File: config.mk
export PLATFORM = sky130hd
export DESIGN_NAME = tetris_move_ctrl_flat
export DESIGN_NICKNAME = d
export VERILOG_FILES = /design/src/rtl/tetris_move_if.sv /design/src/rtl/tetris_move_ctrl.sv /design/src/flat_wrapper.sv
export SDC_FILE = /design/constraint.sdc
export NUM_CORES = 1
export LEC_CHECK = 0
export BUFFER_PORTS_ARGS = -buffer_cell sky130_fd_sc_hd__buf_4
export CAP_MARGIN = 20
export CORE_ASPECT_RATIO = 0.8
export CORE_MARGIN = 3
export CORE_UTILIZATION = 45
export CTS_BUF_LIST = sky130_fd_sc_hd__clkbuf_8
export DETAILED_ROUTE_END_ITERATION = 10
export GPL_ROUTABILITY_DRIVEN = 0
export HOLD_SLACK_MARGIN = 0.05
export PLACE_DENSITY = 0.66
export SYNTH_ARGS = -nofsm -noshare
export SYNTH_HDL_FRONTEND = slang
export SYNTH_SLANG_ARGS = --single-unit
File: constraint.sdc
create_clock -name clk -period 2.7 [get_ports clk]
set_input_delay 0.135 -clock clk [delete_from_list [all_inputs] [get_ports clk]]
set_output_delay 0.135 -clock clk [all_outputs]
set_load 0.01 [all_outputs]
File: src/rtl/tetris_move_if.sv
// Signal bundle between the move controller and its board-level surroundings.
// Buttons are raw asynchronous levels; all outputs are registered or decoded from registered state.
interface tetris_move_if;
    logic [3:0] button;
    logic [3:0] bled;
    logic [3:0] rled;
    logic [3:0] gled;
    logic       landed;
    logic       blocked;
    logic [7:0] land_count;
    logic [1:0] state_dbg;

    modport master (
        output button,
        input  bled, rled, gled, landed, blocked, land_count, state_dbg
    );

    modport slave (
        input  button,
        output bled, rled, gled, landed, blocked, land_count, state_dbg
    );
endinterface

File: src/rtl/tetris_move_ctrl.sv
// Move controller for a 12-cell one-hot piece: debounced buttons plus gravity drops,
// one bounds-checked move per cycle, and a LAND/SPAWN sequence when the piece reaches row 0.
module tetris_move_ctrl #(
    parameter int          DEBOUNCE_CYCLES = 10,
    parameter int          DROP_PERIOD     = 1_000_000,
    parameter logic [11:0] SPAWN_POS       = 12'h100
) (
    input logic          clk,
    input logic          rst,
    tetris_move_if.slave bus
);
    typedef enum logic [1:0] {
        ST_IDLE  = 2'd0,
        ST_LAND  = 2'd1,
        ST_SPAWN = 2'd2
    } state_t;

    localparam int            GW      = (DROP_PERIOD > 1) ? $clog2(DROP_PERIOD) : 1;
    localparam logic [GW-1:0] G_LAST  = GW'(DROP_PERIOD - 1);
    localparam logic [GW-1:0] G_ONE   = GW'(1);
    localparam logic [4:0]    DB_LAST = 5'(DEBOUNCE_CYCLES - 1);

    // Pending-bit indices; a higher index wins arbitration.
    localparam int P_UP    = 0;
    localparam int P_RIGHT = 1;
    localparam int P_LEFT  = 2;
    localparam int P_DOWN  = 3;
    localparam int P_DROP  = 4;

    logic [3:0]    sync1_q, sync2_q;
    logic [3:0]    deb_q, deb_d, rise;
    logic [4:0]    db_cnt_q [4];
    logic [4:0]    db_cnt_d [4];
    state_t        state_q, state_d;
    logic [11:0]   pos_q, pos_d;
    logic [4:0]    pend_q, pend_d, grant, btn_req;
    logic [GW-1:0] grav_q, grav_d;
    logic          grav_tick;
    logic          blocked_q, blocked_d;
    logic [7:0]    land_cnt_q, land_cnt_d;
    logic          at_col3, at_col0, at_row2, at_row0;

    always_ff @(posedge clk or posedge rst) begin
        if (rst) begin
            sync1_q <= '0;
            sync2_q <= '0;
        end else begin
            sync1_q <= bus.button;
            sync2_q <= sync1_q;
        end
    end

    // Counter tracks how long the synced level has disagreed with the debounced one.
    always_comb begin
        deb_d = deb_q;
        for (int i = 0; i < 4; i++) begin
            db_cnt_d[i] = '0;
            if (sync2_q[i] != deb_q[i]) begin
                if (db_cnt_q[i] == DB_LAST) begin
                    deb_d[i] = sync2_q[i];
                end else begin
                    db_cnt_d[i] = db_cnt_q[i] + 5'd1;
                end
            end
        end
        rise = deb_d & ~deb_q;
    end

    always_ff @(posedge clk or posedge rst) begin
        if (rst) begin
            deb_q <= '0;
            for (int i = 0; i < 4; i++) db_cnt_q[i] <= '0;
        end else begin
            deb_q <= deb_d;
            for (int i = 0; i < 4; i++) db_cnt_q[i] <= db_cnt_d[i];
        end
    end

    assign at_col3 = |(pos_q & 12'h888);
    assign at_col0 = |(pos_q & 12'h111);
    assign at_row2 = |pos_q[11:8];
    assign at_row0 = |pos_q[3:0];

    always_comb begin
        btn_req          = '0;
        btn_req[P_RIGHT] = rise[0];
        btn_req[P_DOWN]  = rise[1];
        btn_req[P_UP]    = rise[2];
        btn_req[P_LEFT]  = rise[3];
    end

    always_comb begin
        state_d    = state_q;
        pos_d      = pos_q;
        pend_d     = pend_q;
        grav_d     = grav_q;
        land_cnt_d = land_cnt_q;
        blocked_d  = 1'b0;
        grav_tick  = 1'b0;
        grant      = '0;
        case (state_q)
            ST_IDLE: begin
                if (grav_q == G_LAST) begin
                    grav_d    = '0;
                    grav_tick = 1'b1;
                end else begin
                    grav_d = grav_q + G_ONE;
                end
                if (pend_q[P_DROP])       grant[P_DROP]  = 1'b1;
                else if (pend_q[P_DOWN])  grant[P_DOWN]  = 1'b1;
                else if (pend_q[P_LEFT])  grant[P_LEFT]  = 1'b1;
                else if (pend_q[P_RIGHT]) grant[P_RIGHT] = 1'b1;
                else if (pend_q[P_UP])    grant[P_UP]    = 1'b1;

                if (grant[P_DROP] || grant[P_DOWN]) begin
                    if (at_row0) state_d = ST_LAND;
                    else         pos_d   = pos_q >> 4;
                end else if (grant[P_LEFT]) begin
                    if (at_col3) blocked_d = 1'b1;
                    else         pos_d     = pos_q << 1;
                end else if (grant[P_RIGHT]) begin
                    if (at_col0) blocked_d = 1'b1;
                    else         pos_d     = pos_q >> 1;
                end else if (grant[P_UP]) begin
                    if (at_row2) blocked_d = 1'b1;
                    else         pos_d     = pos_q << 4;
                end
                // Requests coalesce: setting an already-set bit loses the new one.
                pend_d         = (pend_q & ~grant) | btn_req;
                pend_d[P_DROP] = pend_d[P_DROP] | grav_tick;
            end
            ST_LAND: begin
                pos_d      = '0;
                land_cnt_d = land_cnt_q + 8'd1;
                state_d    = ST_SPAWN;
            end
            ST_SPAWN: begin
                pos_d   = SPAWN_POS;
                grav_d  = '0;
                pend_d  = '0;
                state_d = ST_IDLE;
            end
            default: state_d = ST_IDLE;
        endcase
    end

    always_ff @(posedge clk or posedge rst) begin
        if (rst) begin
            state_q    <= ST_IDLE;
            pos_q      <= SPAWN_POS;
            pend_q     <= '0;
            grav_q     <= '0;
            blocked_q  <= 1'b0;
            land_cnt_q <= '0;
        end else begin
            state_q    <= state_d;
            pos_q      <= pos_d;
            pend_q     <= pend_d;
            grav_q     <= grav_d;
            blocked_q  <= blocked_d;
            land_cnt_q <= land_cnt_d;
        end
    end

    assign bus.bled       = pos_q[11:8];
    assign bus.rled       = pos_q[7:4];
    assign bus.gled       = pos_q[3:0];
    assign bus.landed     = (state_q == ST_LAND);
    assign bus.blocked    = blocked_q;
    assign bus.land_count = land_cnt_q;
    assign bus.state_dbg  = state_q;
endmodule
File: src/flat_wrapper.sv
// flat-port wrapper written by rule: the top's interface ports become plain ports
module tetris_move_ctrl_flat 
#(
    parameter int          DEBOUNCE_CYCLES = 10,
    parameter int          DROP_PERIOD     = 1_000_000,
    parameter logic [11:0] SPAWN_POS       = 12'h100
)
  (clk, rst, bus_button, bus_bled, bus_rled, bus_gled, bus_landed, bus_blocked, bus_land_count, bus_state_dbg);
  tetris_move_if bus_i ();
  input logic clk;
  input logic rst;
  input wire logic [$bits(bus_i.button)-1:0] bus_button;
  output wire logic [$bits(bus_i.bled)-1:0] bus_bled;
  output wire logic [$bits(bus_i.rled)-1:0] bus_rled;
  output wire logic [$bits(bus_i.gled)-1:0] bus_gled;
  output wire logic [$bits(bus_i.landed)-1:0] bus_landed;
  output wire logic [$bits(bus_i.blocked)-1:0] bus_blocked;
  output wire logic [$bits(bus_i.land_count)-1:0] bus_land_count;
  output wire logic [$bits(bus_i.state_dbg)-1:0] bus_state_dbg;
  assign bus_i.button = bus_button;
  assign bus_bled = bus_i.bled;
  assign bus_rled = bus_i.rled;
  assign bus_gled = bus_i.gled;
  assign bus_landed = bus_i.landed;
  assign bus_blocked = bus_i.blocked;
  assign bus_land_count = bus_i.land_count;
  assign bus_state_dbg = bus_i.state_dbg;
  tetris_move_ctrl #(.DEBOUNCE_CYCLES(DEBOUNCE_CYCLES), .DROP_PERIOD(DROP_PERIOD), .SPAWN_POS(SPAWN_POS)) u_core (.clk(clk), .rst(rst), .bus(bus_i));
endmodule
==> metrics, run 1 <==
Fin Hold WS=0.353 ns; CTS tree=yes; worst clock skew=between 0.008 and 0.009 ns; GRT Overall Usage=between 15 and 20%; commonest non-fill, non-tap cells in the layout=dfrtp_1 (79), nor2_1 (42), buf_4 (38); Max clock buf depth=2; ant diodes=0; RSZ-0062 raised after global routing=false; Startpoint Class=register; Top FF cell, synth=dfrtp_1; CP Depth=6; CTS sink cnt=80; R2R Setup Slk=roughly 0.38 ns; drt via density=5.52; fin crit share=85.9%; Met2 Wirelength=around 3700 um; Synth Area in Compound Gates=between 10% and 20%; first-pass GRT wire length=about 14000 um; Hold Crit Class=reg2reg; relative slew slack=a little over half; Synth Register Bits=80; delay-heaviest family, CP=simple AND/OR/NAND/NOR gates; core area=8600 um2; crit-path max FO=11; fin crit period=2.32 ns; final WL=between 8000 and 9000 um; Final setup viols=0; placed cell areas=about 4400 um2; Worst Setup EP=u_core.grav_q[17]$_DFFE_PP0P_; row count=30; Final Hold Fails=0; # fillers=between 700 and 800; Avg Inst Size Synth=10.6 um2; peak supply drop=0.346 mV; most common cell after layout, fill and taps aside=dfrtp_1; Starting Density=46.9%; Clk Latency, worst-skew pair=0.36 ns; clock root buffer=clkbuf_8; post-synthesis mux area share=7.05%; Die W=between 100 and 150 um; Required @ worst endpoint=around 3.0 ns; Post-Synth Simple-Gate Area=~18%; first-pass detailed-route iteration total=4; routed via count=roughly 3000; Worst Path Buf+Inv=1; yosys warns=0; outcome=complete, no violations; die area=10100 um2; reg-to-reg critical path startpoint=u_core.bus.state_dbg[0]$_DFFE_PP0P_; number of enable flip-flop cells after synthesis=0; Area Overhead vs Synth=14.3%; fin nets=439; Netlist Area Pre-Place=roughly 4000 um2; Setup crit end kind=register; Leak Pwr=2.14 nW; Synth Area in Adders=between 4 and 5%; DR DRC count=0; pwr dens=approximately 480 nW/um2; share of post-route cells with drive strength above 1=16.7%; DIE HEIGHT=around 91 um; CP max-delay cell=or4_1; largest family of logic cells by synthesized area=simple AND/OR/NAND/NOR gates; sequential cell area fraction in the yosys report=49.7%; Antenna Violating Nets Remaining=0; DR top layer=met4; wire per inst=roughly 15 um; I/O pin count=30; Post-CTS Setup Bufs=0; vias in the first global route=between 2000 and 3000; Setup TNS=0 ns; Worst EP arrival=approximately 2.6 ns; total CTS buffers=9; fraction of registers with async set/reset=100%; RR Endpoint=u_core.grav_q[17]$_DFFE_PP0P_; post-synthesis xor/xnor area fraction=under 10%; kind of critical path=reg2reg; CP Cell Sequence=inv_1, ha_1, o211a_1, nand4_1, or4_1, a21oi_1; GRT overflow=0; Iteration-0 DRC Markers=around 210; WL met3=about 360 um; clk slew on worst S/H paths=around 0.080 ns; WL met1=3940 um; crit path from=u_core.bus.state_dbg[0]$_DFFE_PP0P_; actual slew at the worst max-slew pin=0.674 ns; post-synthesis cell type count=55; final instance area=4610 um2; Slew Viols, Final=0; Buffers on Ports=29; initial antenna violation count=0; largest net degree at the start of global routing=40; Synth Instances=380; post-DP HPWL=around 5500 um; max incr delay on CP=0.62 ns; fmax=0.431 GHz; FF-to-FF path depth=6; Cells on Worst Hold Path=0; Max-cap violations=0; CTS H-Tree Depth=3; Syn Nets=400; Layout Utilization=a little over half
-- worst min-delay path by stage --
stage / startpoint / end / slack (ns)
after global placement: bus_button[3] / u_core.sync1_q[3]$_DFF_PP0_ / 0.24
after detailed placement: bus_button[3] / u_core.sync1_q[3]$_DFF_PP0_ / 0.25
final: u_core.sync1_q[0]$_DFF_PP0_ / u_core.sync2_q[0]$_DFF_PP0_ / 0.35
after global routing: u_core.sync1_q[1]$_DFF_PP0_ / u_core.sync2_q[1]$_DFF_PP0_ / 0.36
after CTS: u_core.sync1_q[0]$_DFF_PP0_ / u_core.sync2_q[0]$_DFF_PP0_ / 0.36
after floorplan: bus_button[0] / u_core.sync1_q[0]$_DFF_PP0_ / 0.17
-- cell families (layout without fill, tap and decap cells) --
| group | count (synthesis) | count (layout) |
|---|---|---|
| and+or+nand+nor | 140 | 140 |
| adders and majority gates | 14 | 14 |
| AOI/OAI and AO/OA | 67 | 67 |
| muxes | 22 | 22 |
| xor gates and xnor gates | 30 | 30 |
| DFF | 80 | 80 |
| buffers and inverters | 27 | 71 |
-- per-stage QoR --
| step | std cells | power, mW | setup WS, ns |
|---|---|---|---|
| after floorplan | 380 | 1.40 | 0.515 |
| after global placement | 515 | 1.43 | 0.515 |
| after detailed placement | 515 | 1.44 | 0.416 |
| after CTS | 536 | 2.24 | 0.393 |
| after global routing | 536 | 2.31 | 0.178 |
| final | 536 | 2.20 | 0.382 |
-- state kept, by name, indices dropped and copies added, names as in the netlist --
name and count:
u_core.grav_q 20, u_core.deb_q 4, u_core.db_cnt_q 20, u_core.pend_q 5, u_core.bus.blocked 1, u_core.bus.land_count 8
u_core.pos_q 12, u_core.sync1_q 4, u_core.sync2_q 4, u_core.bus.state_dbg 2
-- cells in the mapped netlist (2+ instances only) --
| cell type | instances | share of area [%] |
|---|---|---|
| dfrtp_1 | 79 | 49 |
| nor2_1 | 42 | 3.9 |
| nand2_1 | 22 | 2.0 |
| xor2_1 | 22 | 4.8 |
| a21oi_1 | 21 | 2.6 |
| nand3_1 | 16 | 2.0 |
| ha_1 | 14 | 4.3 |
| inv_1 | 11 | 1.0 |
| clkbuf_1 | 10 | 0.93 |
| mux2_1 | 10 | 2.8 |
| mux2_4 | 10 | 3.7 |
| nand4_1 | 10 | 1.6 |
| nand2b_1 | 8 | 1.2 |
| nor3_1 | 8 | 0.99 |
| xnor2_1 | 8 | 1.7 |
| o21ai_0 | 7 | 0.87 |
| o21ai_1 | 7 | 0.87 |
| or4_1 | 7 | 1.3 |
| o31ai_1 | 6 | 1.1 |
| o211ai_1 | 5 | 0.93 |
| a221oi_1 | 4 | 0.87 |
| nand4b_1 | 4 | 0.87 |
| or3_1 | 4 | 0.62 |
| and3_1 | 3 | 0.47 |
| buf_2 | 3 | 0.37 |
| nor4bb_1 | 3 | 0.75 |
| a211o_1 | 2 | 0.43 |
| a21boi_0 | 2 | 0.37 |
| a22oi_1 | 2 | 0.37 |
| a311oi_1 | 2 | 0.43 |
| and2_1 | 2 | 0.31 |
| and4b_1 | 2 | 0.50 |
| nor4_1 | 2 | 0.31 |
-- final cells by class --
class,count,area [um2],share of cell area (%)
Clock buffer,10,138,2.99
Clock inverter,6,37.5,0.815
Inverter,12,46.3,1.01
Multi-Input combinational cell,273,1910,41.4
Sequential cell,80,2000,43.5
Tap cell,112,140,3.04
Timing Repair Buffer,43,335,7.28
-- per-layer routing --
| metal | global-route usage (%) | up-vias |
|---|---|---|
| met5 | 0 | - |
| met4 | 6.48 | 0 |
| met3 | 4.76 | 15 |
| met2 | 24.4 | 70 |
| met1 | 23.7 | 1444 |
| li1 | - | 1430 |
-- where the power goes --
group | total (mW) | internal (mW) | leakage, nW | switching [mW]
logic | 0.131 | 0.0583 | 0.972 | 0.0728
clock network | 0.782 | 0.354 | 0.0948 | 0.428
registers | 1.29 | 1.24 | 1.07 | 0.0427
-- what timing repair did --
| item | in CTS | in global routing |
|---|---|---|
| endpoints found under the hold margin | 40 | 0 |
| hold buffers | 5 | 0 |
| resized for setup | 0 | 0 |
Note: power is estimated with default switching activity, not from simulation.
==> inputs of run 2 (changes only) <==
Settings changed: ABC_AREA set to 1, PLACE_DENSITY 0.66 to 0.65.
==> run 2 against run 1 <==
Compared with the run above: maximum frequency rose by 14%; wire length rose by 12%; setup slack improved by 0.29 ns; clock power up 19%; cell area grew 6.8%; via count is 22% higher; clock skew is 0.0045 ns higher; die area grew 6.8%; critical path type unchanged; critical endpoint is now u_core.grav_q[18]$_DFFE_PP0P_; largest cell class unchanged.
==> metrics, run 2 <==
peak supply drop=approximately 0.33 mV; largest net degree at the start of global routing=33; first-pass detailed-route iteration total=5; post-synthesis cell type count=33; sequential cell area fraction in the yosys report=a little under half; register share of total power=a little under half; initial antenna violation count=0; Startpoint Class=register; I/O pin count=30; Multi-input gate area=2000 um2; Antenna Violating Nets Remaining=0; most common cell after layout, fill and taps aside=nand2_1; placed cell areas=4650 um2; drt via density=5.08; vias in the first global route=approximately 3500; Area Overhead vs Synth=13.8%; Synth area leaders=dfrtp_1 (46%), nand2_1 (9.8%), nor2_1 (8.3%), nand3_1 (6.9%), inv_1 (5.6%); RSZ-0062 raised after global routing=false; Required @ worst endpoint=just under 3 ns; share of post-route cells with drive strength above 1=approximately an eighth; Worst EP arrival=between 2 and 2.5 ns; actual slew at the worst max-slew pin=about 0.52 ns; post-DP HPWL=6850 um; CTS sink cnt=80; count leader, synth=nand2_1; Slew Viols, Final=0; Sequential Area=~2000 um2; wire per inst=12.7 um; Max-cap violations=0; P_sw=1.03 mW; Die W=approximately 120 um; CTS H-Tree Depth=3; relative slew slack=64.7%; FF-to-FF path depth=9; Post-CTS Setup Bufs=0; die area=roughly 11000 um2; Netlist Area Pre-Place=4320 um2; Setup TNS=0 ns; number of enable flip-flop cells after synthesis=0; Syn Nets=572; Clk Latency, worst-skew pair=between 0.3 and 0.4 ns; Synth Instances=between 500 and 600; fin nets=just over 600; total CTS buffers=9; fin crit period=around 2.0 ns; pwr dens=a little over 600 nW/um2; Top cell by count, worst path=nand2_1; DR DRC count=0; # fillers=between 800 and 900; Final Hold Fails=0; kind of critical path=reg2reg; final WL=slightly above 9000 um; row count=31; fmax=about 0.5 GHz; routed via count=roughly 3600; share of the synthesized area in the top cell type=a little under half; CTS tree=yes; fin crit share=between 70% and 80%; top flop regs=u_core.db_cnt_q: 20 flops, u_core.grav_q: 20 flops, u_core.pos_q: 12 flops; fraction of registers with async set/reset=100%; Fin Hold WS=0.270 ns; Combinational Power Share=a little under a quarter; worst clock skew=about 0.013 ns; Avg Inst Size Synth=between 7 and 8 um2; Starting Density=between 40% and 50%; GRT overflow=0; commonest non-fill, non-tap cells in the layout=nand2_1 (113), nor2_1 (96), dfrtp_1 (79); Hold Crit Class=in2async; Synth Register Bits=80; GRT Overall Usage=about 18%; Final setup viols=0; fraction of power spent switching nets=approximately 34%; first-pass GRT wire length=15900 um; Post-CTS Resized=0; yosys warns=0; core area=a little over 9000 um2; largest area contributor in the netlist=dfrtp_1; Leak Pwr=2.44 nW; Top FF cell, synth=dfrtp_1; clock root buffer=clkbuf_8; CP max-delay cell=dfrtp_1; crit-path max FO=16; Internal=1.98 mW; CP Cell Sequence=inv_1, ha_1, inv_2, nand2_2, nand2_1, nor3_1, nand3_1, nand2_1, nor2_1; outcome=complete, no violations; clock power share=approximately 31%; Setup crit end kind=register; final instance area=4920 um2; top cells by count, synth=nand2_1 (113), nor2_1 (96), dfrtp_1 (79), inv_1 (65), nand3_1 (60); Max clock buf depth=2; ant diodes=0; DIE HEIGHT=93.7 um; Buffers on Ports=29; max incr delay on CP=around 0.42 ns; Iteration-0 DRC Markers=slightly above 200; clk slew on worst S/H paths=roughly 0.08 ns
## run 2: changes by cell type after synthesis, sizes merged, moves of 5 or more
cell / change
mux2: -20
nand3: +45
inv: +60
nand2: +99
or3: -5
clkbuf: -10
or4: -7
nand2b: -8
o21ai: +6
nor2: +59
## run 2: path summary, 6_finish.rpt
check / from / end / slack [ns]
min reg2reg: u_core.sync1_q[2]$_DFF_PP0_ / u_core.sync2_q[2]$_DFF_PP0_ / 0.36
max reg2reg: u_core.bus.state_dbg[0]$_DFFE_PP0P_ / u_core.grav_q[18]$_DFFE_PP0P_ / 0.67
max in group asynchronous: rst / u_core.pos_q[8]$_DFFE_PP1P_ / 1.67
min: rst / u_core.pend_q[2]$_DFFE_PP0P_ / 0.27
max: u_core.bus.state_dbg[0]$_DFFE_PP0P_ / u_core.grav_q[18]$_DFFE_PP0P_ / 0.67
min in group clk: u_core.sync1_q[2]$_DFF_PP0_ / u_core.sync2_q[2]$_DFF_PP0_ / 0.36
## run 2: final cells by class
type	count	share of cell area [%]
flip-flops and latches	80	40.7
multi-input cells	393	40.7
repair buffers	36	5.75
inverters	72	5.52
clock buffers	11	3.08
well taps	115	2.93
clock inverters	5	1.27
## run 2: repair_timing
action	in CTS	in global routing
hold endpoints to repair	22	0
hold buffers	5	0
setup endpoints to repair	0	0
## run 2: power groups by stage
stage	Sequential, mW	Clock (mW)	Combinational (mW)
after global routing	1.38	1.02	0.826
final	1.36	0.933	0.716
after floorplan	1.37	0	0.568
after global placement	1.38	0	0.699
after detailed placement	1.38	0	0.712
after CTS	1.36	0.963	0.720
## run 2: per-stage QoR
stage	instances	util, %	power (mW)	setup slack [ns]
3_3_place_gp	691	50.6	2.08	0.770
5_1_grt	712	53.5	3.22	0.458
2_1_floorplan	552	-	1.94	0.515
3_5_place_dp	691	50.6	2.10	0.692
4_1_cts	712	53.5	3.04	0.669
6_report	712	53.5	3.01	0.672
## run 2: layer usage
layer | up-vias | GRT usage (%) | share of wire, %
met5 | - | 0 | 0
met4 | 0 | 5.38 | 1.2
met3 | 9 | 5.47 | 7.2
met2 | 111 | 27.2 | 42
met1 | 1660 | 26.4 | 49
li1 | 1839 | - | -
## run 2: cell families after synthesis
| kind of cell | after synthesis | synth area share, % |
|---|---|---|
| AO/OA/AOI/OAI | 48 | 6.14 |
| XOR/XNOR | 26 | 5.27 |
| adder cells (fa/ha/maj) | 14 | 4.05 |
| buffers and inverters | 79 | 7.32 |
| flip-flops | 80 | 46.3 |
| multiplexers | 1 | 0.260 |
| AND/OR/NAND/NOR | 304 | 30.6 |
## run 2: worst max-delay path: cells and delay by family (launching register included)
kind / cells / cell delay, ns
DFF: 1 / 0.42
buffers and inverters: 2 / 0.24
adders and majority gates: 1 / 0.28
and+or+nand+nor: 6 / 0.99
